### src/rtl/vram_arbiter.sv
// Arbiter sharing one synchronous-read framebuffer RAM between video scanout and the 6502 bus.
// Video wins by default; a CPU request that keeps losing is forced through once the video holding slot is empty.
module vram_arbiter #(
   parameter int ADDR_W     = 13,
   parameter int DATA_W     = 8,
   parameter int STARVE_LIM = 6
) (
   input  logic              clk,
   input  logic              reset,
   input  logic              vid_req,
   input  logic [ADDR_W-1:0] vid_addr,
   output logic [DATA_W-1:0] vid_data,
   output logic              vid_valid,
   input  logic              cpu_req,
   input  logic              cpu_we,
   input  logic [ADDR_W-1:0] cpu_addr,
   input  logic [DATA_W-1:0] cpu_wdata,
   output logic              cpu_ack,
   output logic [DATA_W-1:0] cpu_rdata,
   output logic [ADDR_W-1:0] ram_addr,
   output logic              ram_we,
   output logic [DATA_W-1:0] ram_wdata,
   input  logic [DATA_W-1:0] ram_rdata
);

   localparam logic [3:0] STARVE_MAX = 4'(STARVE_LIM);

   typedef enum logic [1:0] {TAG_NONE, TAG_VID, TAG_CPU_RD} tag_t;
   typedef enum logic [1:0] {ST_IDLE, ST_RD, ST_ACK} cpu_state_t;

   cpu_state_t        state_q, state_d;
   logic [3:0]        starve_q;
   logic              vid_pend_q;
   logic [ADDR_W-1:0] vid_pend_addr_q;
   tag_t              tag_q [2];

   logic              cpu_elig, cpu_forced;
   logic              issue_vid, issue_cpu, pend_load;
   logic [ADDR_W-1:0] issue_addr;
   tag_t              issue_tag;

   assign cpu_elig   = (state_q == ST_IDLE) && cpu_req;
   // Forcing waits for an empty holding slot so a colliding fetch can always be parked.
   assign cpu_forced = cpu_elig && (starve_q == STARVE_MAX) && !vid_pend_q;

   // NOTE: every signal gets a default before the priority chain, so no path leaves one unassigned (no latch).
   always_comb begin
      issue_vid  = 1'b0;
      issue_cpu  = 1'b0;
      pend_load  = 1'b0;
      issue_addr = vid_addr;
      if (vid_pend_q) begin
         issue_vid  = 1'b1;
         issue_addr = vid_pend_addr_q;
         pend_load  = vid_req;
      end else if (cpu_forced) begin
         issue_cpu  = 1'b1;
         issue_addr = cpu_addr;
         pend_load  = vid_req;
      end else if (vid_req) begin
         issue_vid  = 1'b1;
      end else if (cpu_elig) begin
         issue_cpu  = 1'b1;
         issue_addr = cpu_addr;
      end
   end

   always_comb begin
      issue_tag = TAG_NONE;
      if (issue_vid)
         issue_tag = TAG_VID;
      else if (issue_cpu && !cpu_we)
         issue_tag = TAG_CPU_RD;
   end

   always_comb begin
      state_d = state_q;
      case (state_q)
         ST_IDLE: if (issue_cpu) state_d = cpu_we ? ST_ACK : ST_RD;
         ST_RD:   if (tag_q[1] == TAG_CPU_RD) state_d = ST_ACK;
         ST_ACK:  state_d = ST_IDLE;
         default: state_d = ST_IDLE;
      endcase
   end

   // NOTE: sequential state uses non-blocking assignments only, so every register sees pre-edge values.
   always_ff @(posedge clk or posedge reset) begin
      if (reset) begin
         state_q         <= ST_IDLE;
         starve_q        <= 4'd0;
         vid_pend_q      <= 1'b0;
         vid_pend_addr_q <= '0;
         tag_q[0]        <= TAG_NONE;
         tag_q[1]        <= TAG_NONE;
         ram_addr        <= '0;
         ram_we          <= 1'b0;
         ram_wdata       <= '0;
         vid_data        <= '0;
         vid_valid       <= 1'b0;
         cpu_ack         <= 1'b0;
         cpu_rdata       <= '0;
      end else begin
         state_q    <= state_d;
         vid_pend_q <= pend_load;
         if (pend_load)
            vid_pend_addr_q <= vid_addr;

         if (!cpu_req || issue_cpu)
            starve_q <= 4'd0;
         else if (cpu_elig && starve_q < STARVE_MAX)
            starve_q <= starve_q + 4'd1;

         ram_we <= issue_cpu && cpu_we;
         if (issue_vid || issue_cpu)
            ram_addr <= issue_addr;
         if (issue_cpu && cpu_we)
            ram_wdata <= cpu_wdata;

         // RAM samples one edge after issue; its data is captured on the edge after that.
         tag_q[0] <= issue_tag;
         tag_q[1] <= tag_q[0];

         vid_valid <= (tag_q[1] == TAG_VID);
         if (tag_q[1] == TAG_VID)
            vid_data <= ram_rdata;

         cpu_ack <= (issue_cpu && cpu_we) || (tag_q[1] == TAG_CPU_RD);
         if (tag_q[1] == TAG_CPU_RD)
            cpu_rdata <= ram_rdata;
      end
   end

endmodule

### config.mk
export PLATFORM = sky130hd
export DESIGN_NAME = vram_arbiter
export DESIGN_NICKNAME = d
export VERILOG_FILES = /design/src/rtl/vram_arbiter.sv
export SDC_FILE = /design/constraint.sdc
export NUM_CORES = 1
export LEC_CHECK = 0
export ABC_AREA = 1
export CAP_MARGIN = 10
export CORE_MARGIN = 2
export CORE_UTILIZATION = 45
export CTS_CLUSTER_SIZE = 20
export DETAILED_ROUTE_END_ITERATION = 12
export PLACE_DENSITY_LB_ADDON = 0.05
export SYNTH_ARGS = -nofsm -noshare
export SYNTH_HDL_FRONTEND = slang
export SYNTH_SLANG_ARGS = --single-unit
### constraint.sdc
create_clock -name clk -period 4.6 [get_ports clk]
set_input_delay 0.92 -clock clk [delete_from_list [all_inputs] [get_ports clk]]
set_output_delay 0.92 -clock clk [all_outputs]
set_load 0.02 [all_outputs]
Word-level counts from Yosys, hierarchy flattened
Index checks and enable logic that the tools add are counted.
{"block": "totals", "register_bits": 64, "in_bits": 47, "output_inout_bits": 40, "word_cells": 57}
{"block": "op_classes", "add_sub_neg": 1, "order_cmp": 1, "n_eq_ne": 6, "muxes": 21, "reduce_logical": 15}
{"cell": "$mux W13", "count": 4}
{"cell": "$mux W2", "count": 5}
{"cell": "$mux W1", "count": 9}
{"cell": "$mux W4", "count": 2}
{"cell": "$logic_and A1 B1 Y1", "count": 6}
{"cell": "$add A4 B1 Y4 const B", "count": 1}
{"cell": "$eq A2 B1 Y1 const B", "count": 2}
{"cell": "$eq A4 B3 Y1 const B", "count": 1}
{"cell": "$lt A4 B3 Y1 const B", "count": 1}
{"cell": "$ne A2 B2 Y1 const B", "count": 2}
{"cell": "$pmux W2 S2", "count": 1}
{"cell": "$logic_not A1 Y1", "count": 3}
{"cell": "$logic_or A1 B1 Y1", "count": 3}
{"cell": "$eq A2 B2 Y1 const B", "count": 1}
{"cell": "$logic_not A2 Y1", "count": 1}
{"cell": "$reduce_and A2 Y1", "count": 1}
{"cell": "$reduce_bool A2 Y1", "count": 1}

Logic depth before layout (Yosys ltp)
{"block": "depth", "ltp_word": 9, "depth_mapped": 11}

Worst setup path after synthesis
No wires, ideal clock.
{"block": "synth_path", "path_type": "input port to flip-flop", "startpoint": "input vid_req", "endpoint": "register ram_addr[0]", "setup_time_ns": 0.116, "arrival_time_ns": 1.647, "t_required_ns": 4.484, "setup_slack_ns": 2.837, "stages": 7, "n_path_buf": 1, "cell_sequence": "inv_1 -> nand3_2 -> clkbuf_1 -> nand3_1 -> nand3_1 -> nand2_1 -> nand2_1"}
{"block": "synth_via", "elab_chain_len": 4, "word_cells_on_any_way": 10, "cone_classes": "9 x mux; 1 x reduce/logical"}
{"item": "start: declaration", "line": "10", "source": "input logic vid_req,"}
{"item": "$mux W1", "line": "60", "source": "end else if (vid_req) begin"}
{"item": "$mux W1", "line": "56", "source": "end else if (cpu_forced) begin"}
{"item": "$mux W1", "line": "52", "source": "if (vid_pend_q) begin"}
{"item": "$logic_or A1 B1 Y1", "line": "114", "source": "if (issue_vid || issue_cpu)"}
{"item": "end signal: assignment", "line": "115", "source": "ram_addr <= issue_addr;"}
{"item": "end: declaration", "line": "20", "source": "output logic [ADDR_W-1:0] ram_addr,"}
Several ways; a longest one is shown, not always the timed one.
A chain may end at the register's enable or synchronous reset.

Final worst setup path
{"block": "layout_path", "startpoint": "register vid_pend_q", "endpoint": "register ram_addr[0]"}
{"block": "layout_via", "elab_chain_len": 5, "word_cells_on_any_way": 9, "cone_classes": "6 x mux; 3 x reduce/logical"}
{"item": "start: declaration", "line": "33", "source": "logic vid_pend_q;"}
{"item": "start signal: assignment", "line": "104", "source": "vid_pend_q <= pend_load;"}
{"item": "$logic_not A1 Y1", "line": "44", "source": "assign cpu_forced = cpu_elig && (starve_q == STARVE_MAX) && !vid_pend_q;"}
{"item": "$logic_and A1 B1 Y1", "line": "44"}
{"item": "$mux W1", "line": "56"}
{"item": "$mux W1", "line": "52"}
{"item": "$logic_or A1 B1 Y1", "line": "114"}
Several ways; a longest one is shown, not always the timed one.

==> flow_metrics.env <==
export IMPL_status="finished, final reports clean"
export IMPL_first_pass_iters=4
export IMPL_route_antenna_remaining_nets=0
export IMPL_grt_first_pass_wirelength_um=11000
export IMPL_power_static_leakage_nw=2.01
export IMPL_timing_final_crit_share_pct=52.1
export IMPL_synthSimpleGateAreaFrac_pct=28.4
export IMPL_sort_of_element_at_the_end_of_the_critical_path="flip-flop"
export IMPL_layout_cells_most_common="nand2_1"
export IMPL_cts_sink_count=64
export IMPL_io_pin_count=87
export IMPL_synth_area_leader_cell="dfrtp_1"
export IMPL_core_area_sq_um=6030
export IMPL_timing_final_crit_period_ns=2.39
export IMPL_grt_ovfl_total=0
export IMPL_detailroute_via_count=2384
export IMPL_core_rowCount=28
export IMPL_synth_seq_cells=64
export IMPL_syn_mean_instance_area_sq_um=8.61
export IMPL_regArea_sq_um=1600
export IMPL_timing_critical_path_slowest_stage_cell="inv_1"
export IMPL_regToRegEndpoint="ram_addr[0]"
export IMPL_min_path_type="flip-flop to flip-flop"
export IMPL_die_height_um=83.5
export IMPL_final_cell_area_sq_um=3930
export IMPL_post_dp_hpwl_um=4360
export IMPL_path_max_fanout=31
export IMPL_most_frequent_cells_in_the_layout="nand2_1, clkdlybuf4s50_1, dfrtp_1"
export IMPL_yosys_cell_types_count=24
export IMPL_final_nets=465
export IMPL_syn_nets=379
export IMPL_worst_setup_path_start_kind="flip-flop"
export IMPL_clock_skew_final_ns=0.00935
export IMPL_fin_tns_setup_ns=0
export IMPL_cell_class_contributing_the_biggest_share_of_worst_path_delay="buffers and inverters"
export IMPL_post_layout_nonfiller_instances=496
export IMPL_floorplan_initialDensity_pct=47.2
export IMPL_vias_in_the_first_global_route=2362
export IMPL_critical_path_class="flip-flop to flip-flop"
export IMPL_cts_buffers_inserted=9
export IMPL_tritoncts_clock_tree="yes"
export IMPL_instance_count_after_placement_with_tap_cells_included=480
export IMPL_post_cts_repair_setup_buffers=0
export IMPL_timing_critical_path_cells="inv_1 -> nand3_1 -> inv_1 -> nand2_1 -> nand2_1"
export IMPL_tightest_slew_ns=1.01
export IMPL_area_growth_syn_to_layout_pct=38.1
export IMPL_timing_hold_violations_final=0
export IMPL_dr_drc_count=0
export IMPL_synthesis_area_sq_um=2840
export IMPL_vias_per_instance=4.81
export IMPL_io_buffer_count=86
export IMPL_timing_final_max_slew_violations=0
export IMPL_synth_compound_area_share_pct=6.56
export IMPL_critical_path_reg2reg_startpoint="vid_pend_q"
export IMPL_r2r_cells=5
export IMPL_drv_cap=0
export IMPL_synthXorXnorAreaFrac_pct=0.616
export IMPL_area_of_the_multi_input_gates_sq_um=1040
export IMPL_cts_hold_buffers_added=0
export IMPL_dpl_instance_area_sq_um=3730
export IMPL_synth_yosys_seq_area_share_pct=56.3
export IMPL_ys_top_cells_by_area="dfrtp_1, nand2_1, o21ai_0, nand3_1, inv_1"
export IMPL_gp_congestion=0.802
export IMPL_routed_wire_length_per_instance_um=12.7
export IMPL_pwrdens_nw_per_um2=307
export IMPL_cts_root_to_sink_buffers=2
export IMPL_postRouteWirelength_um=6280
export IMPL_synthMuxAreaShare_pct=0
export IMPL_grt_max_degree=49
export IMPL_cts_htree_levels=3
export IMPL_postSynthCellCount=330
export IMPL_rrSetupSlack_ns=2.21
export IMPL_post_cts_gate_resize_count=0
export IMPL_synth_top_area_share_pct=56.3
export IMPL_min_delay_start="tag_q[2]"
export IMPL_drive_above_1_share_pct=9.03
export IMPL_holdPathEnd="tag_q[0]"
export IMPL_rsz0062_at_grt="no"
export IMPL_whs_path_depth=0
export IMPL_ir_worst_vdd_mv=0.151
export IMPL_crit_required_ns=4.87
export IMPL_synth_warnings=0
export IMPL_detail_route_iter0_violations=85
export IMPL_dominant_combinational_cell_family_by_area_after_synthesis="simple AND/OR/NAND/NOR gates"
export IMPL_timing_max_slew_rel_slack_pct=32.8
export IMPL_cp_arrival_ns=2.66
export IMPL_worst_setup_hold_path_clk_slew_ns=0.07
export IMPL_setup_violations_final=0
export IMPL_final_fill_count=539
export IMPL_root_buffer="clkbuf_8"
export IMPL_fmax_mhz=418
export IMPL_synth_adder_area_share_pct=0.880
export IMPL_antenna_found_initial=0
export IMPL_die_area_sq_um=6970
export IMPL_clk_lat_worst_skew_ns=0.33
export IMPL_n_antenna_cell=0
export IMPL_die_x_um=83.5
export IMPL_global_route_usage_total_pct=19.4
export IMPL_worst_path_largest_cell_delay_ns=0.72
export IMPL_critical_path_buf_inv_count=2
-- worst max-delay path by stage --
stage	from	end	slack [ns]	cells past startpoint
4_1_cts	vid_pend_q	ram_addr[12]	2.17	5
6_report	vid_pend_q	ram_addr[0]	2.21	5
2_1_floorplan	reset	cpu_ack	2.08	1
3_3_place_gp	cpu_req	starve_q[1]	1.88	6
5_1_grt	vid_pend_q	ram_addr[3]	1.86	5
3_5_place_dp	cpu_req	ram_wdata[4]	1.87	7
-- flip-flops by register name, summed over array words and instances, names as in the netlist, 2 cells and up --
| register | flops |
|---|---|
| starve_q | 4 |
| cpu_rdata | 8 |
| vid_data | 8 |
| tag_q | 4 |
| ram_wdata | 8 |
| state_q | 2 |
| ram_addr | 13 |
| vid_pend_addr_q | 13 |
-- worst reg2reg max path, cell delays in order (launching register included) --
cell	delay [ns]
dfrtp_1	0.39
inv_1	0.72
nand3_1	0.54
inv_1	0.49
nand2_1	0.11
nand2_1	0.08
-- where the power goes --
part / leakage [nW] / internal, mW / switching [mW]
logic: 1.11 / 0.0761 / 0.0708
clock network: 0.0952 / 0.250 / 0.220
registers: 0.803 / 0.580 / 0.00949
total: 2.01 / 0.906 / 0.300
-- cells by family after synthesis --
kind of cell,count (synthesis)
adders and majority gates,2
and+or+nand+nor,181
AOI/OAI and AO/OA,36
buffers and inverters,45
xor gates and xnor gates,2
DFF,64
-- final cells by class --
type                            instances  area share [%]
Inverter                               33            3.28
Clock inverter                          7            1.85
Clock buffer                            9            3.16
Multi-Input combinational cell        221            26.4
Sequential cell                        64            40.8
Timing Repair Buffer                   87            22.1
Tap cell                               75            2.39
-- cells in the mapped netlist, drive strengths merged --
cell	instances
a21oi	2
buf	9
clkbuf	3
clkinv	1
dfrtp	64
ha	2
inv	32
nand2	142
nand3	31
nor2	8
o211ai	1
o21ai	33
xor2	2
-- stage by stage --
| step | worst slack (ns) | power [mW] | util [%] | hold slack [ns] |
|---|---|---|---|---|
| after global routing | 1.86 | 1.26 | 65.1 | 0.359 |
| after floorplan | 2.08 | 0.659 | - | 0.331 |
| after global placement | 1.88 | 0.748 | 61.9 | 0.332 |
| final | 2.21 | 1.21 | 65.1 | 0.350 |
| after CTS | 2.17 | 1.22 | 65.1 | 0.353 |
| after detailed placement | 1.87 | 0.750 | 61.9 | 0.337 |
-- metal layers --
metal	global-route usage, %	vias to the layer above	wire length [um]
met2	30.5	78	2800
met4	7.33	0	98
met1	26.9	1096	3030
met3	3.86	10	347
li1	-	1200	-
met5	0	-	0
Power figures use the tool's default switching activity.
